$ cat src/rtl/stream_pkg.sv
// Shared definitions for the 8-to-1 round-robin stream mux.
//   N_CH          number of input channels
//   SEL_W         width of a channel index
//   mux_state_t   IDLE: free to arbitrate; LOCK: a packet is in flight
//   sel_to_onehot index -> one-hot channel mask
package stream_pkg;

  localparam int N_CH  = 8;
  localparam int SEL_W = 3;

  typedef enum logic {
    ST_IDLE = 1'b0,
    ST_LOCK = 1'b1
  } mux_state_t;

  function automatic logic [N_CH-1:0] sel_to_onehot(input logic [SEL_W-1:0] s);
    logic [N_CH-1:0] r;
    r    = '0;
    r[s] = 1'b1;
    return r;
  endfunction

endpackage

$ cat src/rtl/rr_arbiter_8.sv
// Combinational 8-way round-robin arbiter.
//   req      in   request per channel
//   ptr      in   highest-priority channel; search goes ptr, ptr+1, ... (mod 8)
//   gnt      out  one-hot grant (all zero when nothing requests)
//   gnt_idx  out  index of the granted channel (0 when nothing requests)
//   any      out  at least one request present
module rr_arbiter_8
  import stream_pkg::*;
(
  input  logic [N_CH-1:0]  req,
  input  logic [SEL_W-1:0] ptr,
  output logic [N_CH-1:0]  gnt,
  output logic [SEL_W-1:0] gnt_idx,
  output logic             any
);

  always_comb begin
    logic [SEL_W-1:0] idx;
    gnt     = '0;
    gnt_idx = '0;
    any     = 1'b0;
    idx     = '0;
    // Walk the channels starting at ptr; the 3-bit add wraps 7 -> 0.
    for (int k = 0; k < N_CH; k++) begin
      idx = ptr + SEL_W'(k);
      if (!any && req[idx]) begin
        any          = 1'b1;
        gnt[idx]     = 1'b1;
        gnt_idx      = idx;
      end
    end
  end

endmodule

$ cat src/rtl/stream_mux_8x1_rr.sv
// Merges eight valid/ready packet streams onto one registered output using
// round-robin arbitration at packet granularity (packets never interleave).
// Each output beat carries the index of its source channel in out_sel.
//   clk, rst        clock, synchronous active-high reset
//   in_valid/in_data/in_last/in_ready   eight input streams (channel i at
//                   in_data[i*WIDTH +: WIDTH])
//   out_valid/out_data/out_last/out_sel/out_ready   merged output stream
//   dbg_state, dbg_ptr, dbg_lock_ch     internal arbitration state
//
// Handshake: a beat moves when valid and ready are both high at a rising
// clock edge. A producer holds valid and its payload until accepted; ready
// may depend combinationally on valid. The output register stays stable
// while out_valid=1 and out_ready=0.
module stream_mux_8x1_rr
  import stream_pkg::*;
#(
  parameter int WIDTH = 8
) (
  input  logic                  clk,
  input  logic                  rst,
  input  logic [N_CH-1:0]       in_valid,
  input  logic [N_CH*WIDTH-1:0] in_data,
  input  logic [N_CH-1:0]       in_last,
  output logic [N_CH-1:0]       in_ready,
  output logic                  out_valid,
  output logic [WIDTH-1:0]      out_data,
  output logic                  out_last,
  output logic [SEL_W-1:0]      out_sel,
  input  logic                  out_ready,
  output mux_state_t            dbg_state,
  output logic [SEL_W-1:0]      dbg_ptr,
  output logic [SEL_W-1:0]      dbg_lock_ch
);

  mux_state_t       state_q, state_d;
  logic [SEL_W-1:0] ptr_q, ptr_d;
  logic [SEL_W-1:0] lock_q, lock_d;

  logic             out_valid_q, out_valid_d;
  logic [WIDTH-1:0] out_data_q, out_data_d;
  logic             out_last_q, out_last_d;
  logic [SEL_W-1:0] out_sel_q, out_sel_d;

  logic             load;
  logic             xfer;
  logic [N_CH-1:0]  arb_req;
  logic [N_CH-1:0]  gnt;
  logic [SEL_W-1:0] gnt_idx;
  logic             arb_any;
  logic [WIDTH-1:0] g_data;
  logic             g_last;

  // The output register can take a beat when it is empty or being drained.
  assign load = ~out_valid_q | out_ready;

  // While a packet is in flight only its channel may compete; bubbles on it
  // simply produce no grant rather than letting another channel in.
  assign arb_req = (state_q == ST_LOCK) ? (in_valid & sel_to_onehot(lock_q)) : in_valid;

  rr_arbiter_8 u_arb (
    .req     (arb_req),
    .ptr     (ptr_q),
    .gnt     (gnt),
    .gnt_idx (gnt_idx),
    .any     (arb_any)
  );

  assign in_ready = (load && !rst) ? gnt : '0;
  assign xfer     = arb_any & load & ~rst;
  assign g_data   = in_data[int'(gnt_idx)*WIDTH +: WIDTH];
  assign g_last   = in_last[gnt_idx];

  // Packet-level FSM: the pointer only advances when a packet ends.
  always_comb begin
    state_d = state_q;
    ptr_d   = ptr_q;
    lock_d  = lock_q;
    case (state_q)
      ST_IDLE: begin
        if (xfer) begin
          if (g_last) begin
            ptr_d = gnt_idx + SEL_W'(1);
          end else begin
            state_d = ST_LOCK;
            lock_d  = gnt_idx;
          end
        end
      end
      ST_LOCK: begin
        if (xfer && g_last) begin
          state_d = ST_IDLE;
          ptr_d   = lock_q + SEL_W'(1);
        end
      end
      default: state_d = ST_IDLE;
    endcase
  end

  // Output register: a new beat replaces the old one in the same cycle it
  // is consumed, so back-to-back beats flow without bubbles.
  always_comb begin
    out_valid_d = out_valid_q;
    out_data_d  = out_data_q;
    out_last_d  = out_last_q;
    out_sel_d   = out_sel_q;
    if (xfer) begin
      out_valid_d = 1'b1;
      out_data_d  = g_data;
      out_last_d  = g_last;
      out_sel_d   = gnt_idx;
    end else if (load && out_ready) begin
      out_valid_d = 1'b0;
    end
  end

  always_ff @(posedge clk) begin
    if (rst) begin
      state_q     <= ST_IDLE;
      ptr_q       <= '0;
      lock_q      <= '0;
      out_valid_q <= 1'b0;
      out_data_q  <= '0;
      out_last_q  <= 1'b0;
      out_sel_q   <= '0;
    end else begin
      state_q     <= state_d;
      ptr_q       <= ptr_d;
      lock_q      <= lock_d;
      out_valid_q <= out_valid_d;
      out_data_q  <= out_data_d;
      out_last_q  <= out_last_d;
      out_sel_q   <= out_sel_d;
    end
  end

  assign out_valid   = out_valid_q;
  assign out_data    = out_data_q;
  assign out_last    = out_last_q;
  assign out_sel     = out_sel_q;
  assign dbg_state   = state_q;
  assign dbg_ptr     = ptr_q;
  assign dbg_lock_ch = lock_q;

endmodule

$ cat config.mk
export PLATFORM = sky130hd
export DESIGN_NAME = stream_mux_8x1_rr
export DESIGN_NICKNAME = d
export VERILOG_FILES = /design/src/rtl/stream_pkg.sv /design/src/rtl/rr_arbiter_8.sv /design/src/rtl/stream_mux_8x1_rr.sv
export SDC_FILE = /design/constraint.sdc
export NUM_CORES = 1
export LEC_CHECK = 0
export CAP_MARGIN = 20
export CELL_PAD_IN_SITES_DETAIL_PLACEMENT = 1
export CELL_PAD_IN_SITES_GLOBAL_PLACEMENT = 1
export CORE_MARGIN = 4
export CORE_UTILIZATION = 33
export CTS_CLUSTER_SIZE = 14
export DETAILED_ROUTE_END_ITERATION = 8
export GPL_TIMING_DRIVEN = 0
export PLACE_DENSITY_LB_ADDON = 0.1
export SYNTH_ARGS = -nofsm -noshare
export SYNTH_HDL_FRONTEND = slang
export SYNTH_SLANG_ARGS = --single-unit
$ cat constraint.sdc
create_clock -name clk -period 6.1 [get_ports clk]
set_clock_uncertainty 0.05 [all_clocks]
set_input_delay 1.22 -clock clk [delete_from_list [all_inputs] [get_ports clk]]
set_output_delay 1.22 -clock clk [all_outputs]
set_load 0.02 [all_outputs]
After elaboration in Yosys (flattened, before gate mapping). Index checks and enable logic that the tools add are counted.

Register bits: 20. Word-level logic and storage cells: 156.

Shift operators: 1. Reduce and logical (&&, ||, !) cells: 30. Order comparisons: 19. Bitwise gates (word level): 15. Muxes and demuxes: 72. Add/sub/neg operators: 9. Eq/ne operators: 3.

Operators with widths (number): 8-bit 2-to-1 mux (10); 64-bit by 7-bit variable part select with 8-bit output (1); 8-bit OR (7); 3-bit by 4-bit less-than comparator with 1-bit output, second input constant (10); 3-bit 2-to-1 mux (11); 1-bit 2-to-1 mux (31); 1-bit binary-select mux with 3-bit select (9); 1-bit demux with 3-bit select (9); 3-bit by 1-bit greater-or-equal comparator with 1-bit output, second input constant (9); 1-bit logical AND (19); 3-bit adder, second input constant (4); 3-bit by 1-bit adder with 3-bit output, second input constant (3); 8-bit bitwise AND (1); 1-bit zero test (8); 3-bit by 2-bit adder with 3-bit output, second input constant (2); 3-bit case mux with 2 select lines (1); 3-bit AND reduction (2); 2-bit != test, second input constant (2); 1-bit NOT (4); 1-bit bitwise AND (2); 2-bit by 1-bit != test with 1-bit output, second input constant (1); 1-bit case mux with 2 select lines (1); 2-bit nonzero test (1); 1-bit OR (1).

Logic depth before layout (Yosys ltp). Gate-level depths: netlist (run 1).

Depth in word-level cells: 35. Gate-level depth with buffers: 19. Mapped depth without buffers: 14.

Hierarchy. A second synthesis (run 1) with hierarchy kept.

Cell total of the unflattened synthesis: 302. Area, all modules: 2736.4 µm².

By module, submodules not included: stream_mux_8x1_rr (cells each 150, area an instance 1522.7 µm², instances 1, sequential area each 400.4 µm²); rr_arbiter_8 (cells each 152, area an instance 1213.7 µm², instances 1, sequential area each 0.0 µm²).

Least setup slack after synthesis (run 1). No wires, ideal clock.

Path kind: register -> output. Start: register ptr_q[0] (netlist: dbg_ptr[0]). End: output port in_ready[2]. Arrival time: 3.863 ns. Stages on the path, launching flop included: 13. Slack: 0.967 ns. Path buffers: 3. Cell sequence: dfxtp_1 > buf_2 > inv_2 > buf_4 > ha_1 > clkbuf_1 > mux4_2 > or4_4 > nor3_4 > o21a_1 > a21oi_1 > mux2_2 > a211oi_1.

Word-level cells in the longest chain between the ends: 25. Elaborated cells between the ends (all ways): 100. Classes of those cells: add/sub: 7; order compare: 16; mux: 48; bitwise: 7; reduce/logical: 22.

RTL lines: start: declaration (line stream_mux_8x1_rr.sv:36) `logic [SEL_W-1:0] ptr_q, ptr_d;`; start signal: assignment (line stream_mux_8x1_rr.sv:127) `ptr_q <= ptr_d;`; branches (longest 23 deep; another with 3-bit by 4-bit less-than comparator with 1-bit output); 8-bit 2-to-1 mux * (line rr_arbiter_8.sv:26) `if (!any && req[idx]) begin`; 8-bit 2-to-1 mux * (line stream_mux_8x1_rr.sv:68) `assign in_ready = (load && !rst) ? gnt : '0;`; end: declaration (line stream_mux_8x1_rr.sv:24) `output logic [N_CH-1:0] in_ready,`.

Every way passes the cells marked *. The select of a mux whose other input is x is not followed.

Worst setup path in the final report (run 1).
Start: input port in_valid[3]. End: output port in_ready[0].

Word-level cells in the longest chain between the ends: 27. Elaborated cells between the ends (all ways): 55. Classes of those cells: mux: 33; bitwise: 8; reduce/logical: 14.

RTL lines: start: declaration (line stream_mux_8x1_rr.sv:21) `input logic [N_CH-1:0] in_valid,`; 8-bit bitwise AND (line stream_mux_8x1_rr.sv:58) `assign arb_req = (state_q == ST_LOCK) ? (in_valid & sel_to_onehot(lock_q)) : in_valid;`; 8-bit 2-to-1 mux * (line stream_mux_8x1_rr.sv:58); 1-bit binary-select mux with 3-bit select (line rr_arbiter_8.sv:26); 1-bit 2-to-1 mux (not written as such) (line rr_arbiter_8.sv:26); 1-bit 2-to-1 mux (line rr_arbiter_8.sv:26); 1-bit zero test (line rr_arbiter_8.sv:26); 1-bit logical AND (line rr_arbiter_8.sv:26); 1-bit 2-to-1 mux (line rr_arbiter_8.sv:26); (+11 left out); 1-bit 2-to-1 mux (line rr_arbiter_8.sv:26); 1-bit zero test (line rr_arbiter_8.sv:26); 1-bit logical AND (line rr_arbiter_8.sv:26); 1-bit 2-to-1 mux (line rr_arbiter_8.sv:26); 1-bit zero test (line rr_arbiter_8.sv:26); 1-bit logical AND (line rr_arbiter_8.sv:26); 8-bit 2-to-1 mux * (line rr_arbiter_8.sv:26); 8-bit 2-to-1 mux * (line stream_mux_8x1_rr.sv:68).

Every way passes the cells marked *; elsewhere a longest branch is shown, timed or not. The select of a mux whose other input is x is not followed.

==> out/metrics.cfg, run 1 <==
[timing]
finalCriticalPeriod_ns=5.859
setup_violations=0
maxSlewViolCount=0
holdWs_ns=0.4086
slew_headroom_pct=50.88
worst_slew_pin_slew_ns=0.7340
finalHoldViolCount=0
grt_setup_unrepaired=false
min_period_over_period_pct=96.05
fmaxAchievable_mhz=170.7
fin_tns_setup_ns=0

[clock_tree]
clock-sinks=20
cts_buffers=3
clk_pin_slew_ns=0.08
clk-insertion-delay-late_ns=0.27
cts_root_buf=clkbuf_8
clockBufferDepth=2
tritoncts=built
ctsHoldBuffers=0
htree_levels=1

[worst_setup_path]
critical_path_class=input pin to output pin
critPathTopFamily=multiplexers
cp_max_fo=7
crit_chain=clkdlybuf4s50_1, a21boi_1, mux4_2, or4_4, nor3_4, o21a_1, a21oi_1, mux2_2, a211oi_1, dlygate4sd2_1
crit_buf_inv=2
arrival_ns=4.59
required_ns=4.83
slowest_delay_ns=0.61
startpoint_type=input pin
cpMaxStageDelayCell=or4_4
end_kind=output pin

[drt]
drtAntennaViolNets=0
wire_per_inst_um=19.95
viasPerCell=5.819
via_count=3672
wirelength_um=12590
detail_route.iter0.violations=164
firstDrtPassIters=6
drc=0

[synth]
syn_area_um2=3137
synth_edf_count=0
synthArstFlopShare_pct=0
syn_nets=478
ys_top_cells_by_area=dfxtp_1 (13%), mux4_2 (9.3%), nand3_1 (8.1%)
synth_top_area_share_pct=12.76
yosys_warnings=0
yosys.cell_types.count=78
ys.flop_type=dfxtp_1
netlist_instances=388
synth_top_area_cell=dfxtp_1
yosysMostFrequentCell=nand3_1
avgSynthCellArea_um2=8.084
synth_common_cells=nand3_1 (51), nand2_1 (33), nor2_1 (32), o21ai_0 (24), dfxtp_1 (20)
synth-seq-area-share_pct=12.76
synth_seq_cells=20

[die]
die_y_um=105.5
rows=35
start_util_pct=33.95
io_pins=111
die_w_um=105.5
dieArea_um2=11130
core_area_um2=9240

[global_route]
grt_antenna_before_repair=0
grtUsageTotal_pct=21.74
grt_pass1_vias=3758
grt_first_pass_wirelength_um=19650
grt.overflow.total=0
grt_max_degree=13

[outcome]
status=completed

[power]
combinationalPowerShare_pct=86.8
p_int_mw=1.231
p_total_mw=2.688
vdd_drop_max_uv=323.3
p_sw_share_pct=54.20
p_per_area_nw_per_um2=597.5
pwr-share-seq_pct=8.0
switchingPower_mw=1.457
p_leak_nw=1.823
power_frac_clock_pct=5.2

[layout]
fin_nets=593
diodes=0
drive_gt1_share_pct=15.54
areaGrowthSynthToFinish_pct=43.40

[placed_design]
dpl.hpwl_um=10270
gp_congestion=0.9165
io_buffers=110

[run]
cap_violations=0

[worst_hold_path]
min_path_type=register to register

## layer usage
| metal | share of wire (%) | wire length, µm | track usage [%] |
|---|---|---|---|
| met3 | 6.6 | 825 | 3.491 |
| met1 | 42 | 5263 | 27.03 |
| met2 | 51 | 6360 | 39.80 |
| met5 | 0 | 0 | 0 |
| met4 | 1.1 | 136 | 3.793 |
## final cells by class
cell class / instances / area (µm²)
multi-input combinational: 331 / 2554
clock buffer: 3 / 41.29
inverter: 10 / 37.54
clock inverter: 1 / 30.03
tap: 129 / 161.4
sequential: 20 / 400.4
buffer: 26 / 158.9
timing repair buffer: 111 / 1115
fill: 1136 / 4742
## stage by stage
stage | std cells | setup slack, ns | util, % | instance area [µm²]
final | 631 | 0.2411 | 48.68 | 4498
after floorplan | 388 | 0.9669 | - | 3137
after CTS | 631 | 0.002670 | 48.54 | 4486
after global routing | 631 | 0.08302 | 48.68 | 4498
after detailed placement | 628 | -0.09787 | 47.66 | 4404
after global placement | 627 | -0.03909 | 47.61 | 4399
## cells by family after synthesis
family	Yosys count	synth area share [%]
AND/OR/NAND/NOR	156	26.81
AO/OA/AOI/OAI	120	28.72
multiplexers	44	21.50
buffers and inverters	37	6.302
flip-flops	20	12.76
adder cells (fa/ha/maj)	7	2.792
XOR/XNOR	4	1.117
## placed cells by master (no fill, tap or decap), types with 3 or more instances in the layout
cell / netlist / routed
mux2i_1: 9 / 9
inv_1: 7 / 7
a21oi_1: 13 / 13
nor3_1: 9 / 9
mux2_2: 12 / 12
o21ai_1: 7 / 7
dfxtp_1: 20 / 20
dlygate4sd2_1: 0 / 3
a222oi_1: 5 / 5
mux2_4: 8 / 8
o2111ai_1: 4 / 4
a211oi_1: 5 / 5
nand2_1: 33 / 33
buf_6: 6 / 6
buf_2: 5 / 6
ha_1: 7 / 7
o21a_1: 6 / 6
nor4_2: 2 / 3
clkbuf_1: 11 / 8
xnor2_1: 3 / 3
nor2_1: 32 / 32
o211ai_1: 17 / 17
dlymetal6s2s_1: 0 / 5
o21ai_0: 24 / 24
nand2b_1: 4 / 4
nand3_1: 51 / 51
clkdlybuf4s50_1: 0 / 102
buf_1: 3 / 3
a21o_1: 4 / 4
mux4_2: 13 / 13
clkbuf_8: 0 / 3
## repair_timing
| action | CTS | global route |
|---|---|---|
| gates cloned | 0 | 0 |
| endpoints found under the setup margin | 9 | 5 |
| gates resized for setup | 8 | 5 |
| setup buffers | 0 | 0 |
## power by group through the flow
| stage | Clock, mW | Combinational [mW] | Sequential [mW] |
|---|---|---|---|
| 2_1_floorplan | 0 | 1.62 | 0.267 |
| 3_3_place_gp | 0 | 2.27 | 0.216 |
| 3_5_place_dp | 0 | 2.32 | 0.217 |
| 4_1_cts | 0.141 | 2.33 | 0.214 |
| 5_1_grt | 0.146 | 2.53 | 0.221 |
| 6_report | 0.141 | 2.33 | 0.214 |
## state kept, by name, summed over array words and instances (netlist names), named ones only
register	cells
out_data	8
dbg_lock_ch	3
out_last	1
dbg_ptr	3
out_sel	3
out_valid	1
## path summary, 6_finish.rpt
path / startpoint / endpoint / slack [ns] / depth (start not counted)
setup reg to reg: dbg_ptr[1] / dbg_ptr[1] / 0.52 / 14
hold / removal: out_data[7] / out_data[7] / 0.41 / 2
setup / recovery: in_valid[3] / in_ready[0] / 0.24 / 10
hold reg to reg: out_data[7] / out_data[7] / 0.41 / 2
## worst min-delay path, delay by kind of cell, from the launching register on
family | cells | cell delay, ns
AND/OR/NAND/NOR | 2 | 0.10
flip-flops | 1 | 0.33
(Power assumes the default switching activity.)
==> run 2: changes to the inputs <==
clock period = 5.4 ns   (was 6.1 ns; I/O delays follow)
==> run 2 against run 1 <==
Final cell count grew 0.79%; global-route usage about the same; combinational power is 15% higher; sequential cell count stayed put; non-clock buffer count grew 5; register-to-register slack worse by 0.11 ns; routed wire length about the same; hold slack got worse by 0.0023 ns.
==> out/metrics.cfg, run 2 (synthesis gave the netlist of run 1 again) <==
[layout]
final_area_um2=4536
final_common_cell=clkdlybuf4s50_1
multi_input_area_um2=2595
areaGrowthSynthToFinish_pct=44.60
seq_area_um2=401.6
fillers=1134
drive_gt1_share_pct=19.72
diodes=0
most-common-layout-cells=clkdlybuf4s50_1 (102), nand3_1 (51), nand2_1 (33)
largest_reg_flops=8
fin_nets=598

[clock_tree]
htree_levels=1
clk_pin_slew_ns=0.08
ctsHoldBuffers=0
clockBufferDepth=2
cts_buffers=3
tritoncts=built
clock-sinks=20
cts_root_buf=clkbuf_8
clk-insertion-delay-late_ns=0.27

[drt]
drc=0
viasPerCell=5.797
firstDrtPassIters=5
wirelength_um=12570
via_count=3687
detail_route.iter0.violations=162
drtAntennaViolNets=0
wire_per_inst_um=19.77

[power]
p_per_area_nw_per_um2=680.3
p_total_mw=3.086
vdd_drop_max_uv=365.9
p_leak_nw=1.769

[global_route]
grt_max_degree=13
grt_first_pass_wirelength_um=19630
grt_antenna_before_repair=0
grt_pass1_vias=3760
grtUsageTotal_pct=21.76
grt.overflow.total=0

[die]
io_pins=111
start_util_pct=33.95
dieArea_um2=11130
rows=35
die_y_um=105.5
die_w_um=105.5
core_area_um2=9240

[timing]
worst_slack_ns=0.1224
worst_slew_pin_slew_ns=0.7631
min_period_over_period_pct=97.73
holdWs_ns=0.4063
finalHoldViolCount=0
maxSlewViolCount=0
slew_headroom_pct=48.94
finalCriticalPeriod_ns=5.278
setup_violations=0
grt_setup_unrepaired=true
fmaxAchievable_mhz=189.5

[worst_setup_path]
required_ns=4.27
critical_path_class=input pin to output pin
arrival_ns=4.15
startpoint_type=input pin
cp_max_fo=5
end_kind=output pin

[outcome]
status=completed

[worst_hold_path]
min_path_type=register to register

[placed_design]
gp_congestion=0.9165
placed_cell_area_um2=4404
io_buffers=110
dp_slack_ns=-0.7307
dpl.hpwl_um=10270

[run]
cap_violations=0

## run 2: cell count changes in the layout (fill, tap and decap cells not counted), moves of 3 or more
| cell | before | now |
|---|---|---|
| clkbuf_2 | 2 | 5 |
| dlygate4sd2_1 | 3 | 0 |
| buf_2 | 6 | 10 |
| dlymetal6s2s_1 | 5 | 0 |
| buf_4 | 2 | 8 |
## run 2: critical path, stage by stage
cell and delay (ns):
clkdlybuf4s50_1 0.44, a21boi_1 0.20, mux4_2 0.53, or4_4 0.60, nor3_4 0.23, o21a_1 0.19, a21oi_1 0.09, mux2_2 0.33
nor2_1 0.11, a21oi_1 0.05, nor2_1 0.11, buf_2 0.17
## run 2: area by class of cell
type                       instances  area share [%]
tap                              129           3.559
clock buffer                       3          0.9103
buffer                            26           3.586
inverter                          10          0.8276
multi-input combinational        331           57.21
sequential                        20           8.855
clock inverter                     1          0.6621
timing repair buffer             116           24.39
## run 2: what timing repair did
action | in CTS | in global routing
endpoints found under the hold margin | 0 | 0
endpoints found under the setup margin | 22 | 10
pin swaps | 1 | 3
gates resized for setup | 29 | 24
setup buffers | 3 | 2
## run 2: worst paths after layout
check                           slack, ns  cells after the start         from           to
worst max register to register       0.41                     15   dbg_ptr[0]   dbg_ptr[1]
worst min register to register       0.41                      2  out_data[7]  out_data[7]
worst min-delay path                 0.41                      2  out_data[7]  out_data[7]
worst max-delay path                 0.12                     12  in_valid[3]  in_ready[1]
## run 2: layer usage
| metal | track usage [%] | part of all wire, % | routed length, µm |
|---|---|---|---|
| met1 | 26.96 | 42 | 5228 |
| met2 | 39.94 | 50 | 6321 |
| met3 | 3.491 | 6.6 | 832 |
| met4 | 3.793 | 1.5 | 192 |
| met5 | 0 | 0 | 0 |
## run 2: power breakdown
group | internal [mW] | switching [mW]
clock | 0.0992 | 0.0598
combinational | 1.12 | 1.57
sequential | 0.208 | 0.0340
total | 1.42 | 1.66
## run 2: through the flow
stage | instances | TNS (ns) | util, %
floorplan | 388 | 0 | -
global placement | 627 | -7.405 | 47.61
detailed placement | 628 | -8.457 | 47.66
CTS | 634 | 0 | 48.92
global route | 636 | -0.01260 | 49.09
finish | 636 | 0 | 49.09
